==> config.mk <==
export PLATFORM = sky130hd
export DESIGN_NAME = clk_enable_sched
export DESIGN_NICKNAME = d
export VERILOG_FILES = /design/src/rtl/clk_enable_sched.sv
export SDC_FILE = /design/constraint.sdc
export NUM_CORES = 1
export LEC_CHECK = 0
export CAP_MARGIN = 20
export CORE_AREA = 4 4 202 204
export DETAILED_ROUTE_END_ITERATION = 7
export DIE_AREA = 0 0 206 208
export PLACE_DENSITY = 0.66
export SYNTH_ARGS = -nofsm -noshare
export SYNTH_HDL_FRONTEND = slang
export SYNTH_SLANG_ARGS = --single-unit
==> constraint.sdc <==
create_clock -name CLK_IN -period 23.6 [get_ports CLK_IN]
set_input_delay 5.9 -clock CLK_IN [delete_from_list [all_inputs] [get_ports CLK_IN]]
set_output_delay 5.9 -clock CLK_IN [all_outputs]
set_load 0.05 [all_outputs]
==> src/rtl/clk_enable_sched.sv <==
// Shared clock-enable scheduler: per-channel divisor counters with tick pulses, optional phase outputs,
// run/stop FSM and shadowed divisor updates. Define PHASE_OUT_EN to build the phase toggle flops.
module clk_enable_sched #(
  parameter int              NCH         = 4,
  parameter int              CW          = 32,
  parameter int              SELW        = 2,
  parameter logic [CW-1:0]   DEFAULT_DIV = 100
) (
  input  logic             CLK_IN,
  input  logic             clr,
  input  logic             run,
  input  logic             cfg_we,
  input  logic [SELW-1:0]  cfg_sel,
  input  logic [CW-1:0]    cfg_div,
  output logic             cfg_ack,
  output logic [NCH-1:0]   tick,
  output logic [NCH-1:0]   phase,
  output logic             busy
);

  typedef enum logic [1:0] {IDLE, SYNC, RUN} state_t;

  state_t state_q, state_d;
  logic   busy_q;
  logic   ack_q;
  logic   counting;

  always_comb begin
    state_d = state_q;
    case (state_q)
      IDLE:    if (run) state_d = SYNC;
      SYNC:    state_d = run ? RUN : IDLE;
      RUN:     if (!run) state_d = IDLE;
      default: state_d = IDLE;
    endcase
  end

  // Channels only advance while running and not being stopped this edge.
  assign counting = (state_q == RUN) && run;

  always_ff @(posedge CLK_IN or posedge clr) begin
    if (clr) begin
      state_q <= IDLE;
      busy_q  <= 1'b0;
      ack_q   <= 1'b0;
    end else begin
      state_q <= state_d;
      busy_q  <= (state_d != IDLE);
      ack_q   <= cfg_we;
    end
  end

  assign busy    = busy_q;
  assign cfg_ack = ack_q;

  for (genvar gi = 0; gi < NCH; gi++) begin : g_ch
    logic [CW-1:0] cnt_q, cnt_d;
    logic [CW-1:0] div_q, div_d;
    logic [CW-1:0] shadow_q, shadow_d;
    logic          pend_q, pend_d;
    logic          tick_q, tick_d;
    logic          term;
    logic          wr;

    assign wr   = cfg_we && (cfg_sel == SELW'(gi));
    assign term = counting && (cnt_q == div_q);

    always_comb begin
      cnt_d    = '0;
      div_d    = div_q;
      shadow_d = shadow_q;
      pend_d   = pend_q;
      tick_d   = 1'b0;
      if (counting) begin
        cnt_d  = term ? '0 : cnt_q + CW'(1);
        tick_d = term;
      end
      if (term) begin
        div_d  = pend_q ? shadow_q : div_q;
        pend_d = 1'b0;
      end
      // Outside RUN, or on the terminal edge itself, a write takes effect at once.
      if (wr) begin
        shadow_d = cfg_div;
        if ((state_q != RUN) || term) begin
          div_d  = cfg_div;
          pend_d = 1'b0;
        end else begin
          pend_d = 1'b1;
        end
      end
    end

    always_ff @(posedge CLK_IN or posedge clr) begin
      if (clr) begin
        cnt_q    <= '0;
        div_q    <= DEFAULT_DIV;
        shadow_q <= DEFAULT_DIV;
        pend_q   <= 1'b0;
        tick_q   <= 1'b0;
      end else begin
        cnt_q    <= cnt_d;
        div_q    <= div_d;
        shadow_q <= shadow_d;
        pend_q   <= pend_d;
        tick_q   <= tick_d;
      end
    end

    assign tick[gi] = tick_q;

`ifdef PHASE_OUT_EN
    logic phase_q;
    always_ff @(posedge CLK_IN or posedge clr) begin
      if (clr) begin
        phase_q <= 1'b0;
      end else if (!counting) begin
        phase_q <= 1'b0;
      end else if (term) begin
        phase_q <= ~phase_q;
      end
    end
    assign phase[gi] = phase_q;
`else
    assign phase[gi] = 1'b0;
`endif
  end

endmodule

==> key figures <==
Worst setup path
  • Flop2flop setup slack: 20.24 ns
  • Critical Path Sink: g_ch[0].div_q[9]
  • Setup CP Type: in2reg
  • Worst r2r src: g_ch[0].cnt_q[9]
  • Depth of the most critical reg-to-reg path: 6
  • CP Launch Point: run
  • Worst-path fanout max: 32
  • Crit path capture type: flip-flop
  • Required time of the critical path: 24.03 ns
  • CP arrival: around 9 ns
  • CP startpoint kind: primary input
  • FF-to-FF End: g_ch[0].div_q[9]

Logic synthesis
  • Post-synth top area share: 48.3%
  • Synth area leaders: dfrtp_1 48%, mux2_2 18%, xor2_1 6.9%
  • Yosys cell types: 43
  • Cell accounting for the most synthesized area: dfrtp_1
  • Most frequent cell after synthesis: dfrtp_1
  • Synth Warn #: 0
  • Most common flop cell mapped by yosys: dfrtp_1
  • Sequential-to-total area share from yosys stat: roughly 50%
  • Post-synth EDFFs: 0
  • Syn avg cell area: 12.5 um2
  • Asr flop ratio synth: 100%
  • Yosys reg bits: 396
  • Mapped Cells: 1544
  • Post-synth top cells: 372 x dfrtp_1, 300 x mux2_2, 162 x nor2_1, 151 x xor2_1, 92 x xnor2_1
  • Syn Std Cell Area: 19300 um2

Timing
  • Slew Viols, Final: 0
  • RSZ-0062 raised after global routing: false
  • Hold_ws: 0.498 ns
  • Slew @ Worst Pin: roughly 1.1 ns
  • Fmax: 117 MHz
  • # setup viols final: 0
  • Final hold violation count: 0
  • Post-route setup TNS: 0 ns
  • Worst clock skew: 0.0147 ns
  • Final period utilization: 36.2%
  • Slew headroom: 25.5%
  • Shortest period the worst path allows: 8.54 ns

Clock network
  • Worst-Skew Late Latency: about 0.55 ns
  • CTS tree: yes
  • CTS hold repair buffers: 0
  • Clock root buffer master: clkbuf_16
  • Post-cts sizing count: 0
  • Clk buf depth: 3
  • Clock sinks: 396
  • CTS Buf Count: 44
  • Clock H-tree levels: 2
  • Postcts setup bufs: 0
  • CTS clk-pin slew, worst paths: approximately 0.060 ns

Place
  • Post-detail-place hpwl: 28.5 mm
  • I/O Buffers: 43
  • Routability Congestion: 0.875

Power
  • Power Total: between 1.5 and 2 mW
  • Power per cell area: 83.4 nW/um2
  • Pleak: 9.23 nW
  • Maximum VDD drop: 0.0507 mV

Floorplanning
  • Die Area: 42800 um2
  • Area of the core: 39300 um2
  • Die X: between 200 and 250 um
  • Cell Rows: 73
  • I/O pin total: 48
  • Die H: around 210 um
  • Starting density of the core: 49.1%

Global routing
  • Pin count of the biggest net entering global routing: 103
  • GRT Overall Usage: about a fifth
  • Initial antenna violation count: 4
  • Vias in the first global route: about 12000
  • Global-route wire length before repair: 69.6 mm
  • Grt total ovfl: 0

Routing
  • DRC: 0
  • Post-DRT Antenna Nets: 0
  • Initial DRC Count: 670
  • Routed wire length: 43.7 mm
  • Via/cell ratio: approximately 5.5
  • Via Count: 11700
  • Number of detailed-route iterations in the first pass: 5
  • Routed WL per cell: 20.4 um

Flow run
  • Max_cap viols: 0

Cells and area
  • Synth-to-layout area growth: 12.6%
  • # nets final: 1628
  • Share of cells above drive strength 1: 30.2%
  • Fillers: roughly 3300
  • Ant. Diodes: 0

Outcome
  • Status: finished clean

Hold path
  • Worst Hold Class: reg2reg
metal layers:
layer	vias to the layer above	wire [um]	part of all wire (%)	track usage, %
met1	6049	20400	47	29.9
li1	5434	-	-	-
met2	199	20800	48	33.1
met3	62	1520	3.5	3.21
met5	-	0	0	0
met4	0	888	2.0	4.52
worst max-delay path, stage by stage:
cell	delay (ns)
clkdlybuf4s50_1	0.53
nand3b_1	0.23
nor4_1	0.32
nand4_1	0.12
or4_2	1.10
mux2_4	0.49
mux2_4	0.26
worst min path at each step:
stage,from,to,slack (ns),cells after the start
6_report,g_ch[1].shadow_q[28],g_ch[1].shadow_q[28],0.50,1
2_1_floorplan,state_q[0],state_q[0],0.46,1
5_1_grt,g_ch[1].shadow_q[8],g_ch[1].shadow_q[8],0.51,1
3_5_place_dp,g_ch[1].shadow_q[30],g_ch[1].shadow_q[30],0.49,1
3_3_place_gp,g_ch[1].shadow_q[15],g_ch[1].shadow_q[15],0.48,1
4_1_cts,g_ch[1].shadow_q[28],g_ch[1].shadow_q[28],0.50,1
cell usage in the layout (no fill, tap or decap), types with 2 or more instances in the layout:
cell | synthesis | layout
nand2_1 | 44 | 44
and4_1 | 12 | 12
clkbuf_16 | 0 | 45
nand4_1 | 49 | 49
xnor2_1 | 92 | 92
o21bai_2 | 0 | 3
or3_1 | 4 | 4
and3_1 | 12 | 12
and2_1 | 7 | 7
a21oi_1 | 5 | 5
mux2_2 | 300 | 300
nand2b_1 | 6 | 6
clkbuf_8 | 0 | 12
conb_1 | 1 | 4
dfstp_2 | 24 | 24
xor2_1 | 151 | 151
clkinv_2 | 0 | 7
dfrtp_1 | 372 | 372
buf_16 | 0 | 2
nor2_1 | 162 | 162
buf_4 | 8 | 19
nor2b_1 | 4 | 4
nor4_2 | 4 | 3
nand3b_1 | 3 | 3
nand3_1 | 50 | 49
inv_1 | 21 | 20
bufinv_16 | 0 | 4
a21boi_0 | 2 | 2
a222oi_1 | 2 | 2
clkdlybuf4s50_1 | 0 | 43
nor4_1 | 28 | 28
nor3_1 | 15 | 15
clkbuf_1 | 43 | 12
mux2_4 | 60 | 60
ha_1 | 4 | 4
mux2_1 | 24 | 24
report_power, final:
group / internal (mW) / switching [mW] / leakage, nW / total [mW]
clock: 0.431 / 0.272 / 0.739 / 0.703
sequential: 0.781 / 0.0648 / 4.95 / 0.845
combinational: 0.157 / 0.107 / 3.55 / 0.263
cells by family after synthesis:
family	synth area share (%)
flip-flops	51.5
XOR/XNOR	11.0
multiplexers	23.6
AND/OR/NAND/NOR	10.5
AO/OA/AOI/OAI	0.480
adder cells (fa/ha/maj)	0.259
buffers and inverters	2.52
other	0.0194
per-stage QoR:
step                      setup slack, ns  utilization, %  std cells  cell area (um2)
after floorplan                      6.73               -       1547            19300
after global placement              14.54            51.4       2063            20200
after detailed placement            14.52            51.4       2064            20200
after CTS                           15.10            55.2       2144            21700
after global routing                14.93            55.3       2145            21700
final                               15.06            55.3       2145            21700
flip-flops by register name, indices dropped and copies added, names as in the netlist:
| register | cells |
|---|---|
| g_ch.cnt_q | 128 |
| g_ch.div_q | 128 |
| g_ch.shadow_q | 128 |
| g_ch.pend_q | 4 |
| g_ch.tick_q | 4 |
| state_q | 2 |
| busy | 1 |
| cfg_ack | 1 |
layout make-up:
cell class,instances,area [um2],share of cell area (%)
clock buffer,69,1340,6.15
clock inverter,11,155,0.714
inverter,22,90.1,0.415
multi-input combinational,1058,8920,41.1
sequential,396,9940,45.8
tap,525,657,3.02
timing repair buffer,64,628,2.89
Note: power is estimated with default switching activity, not from simulation.
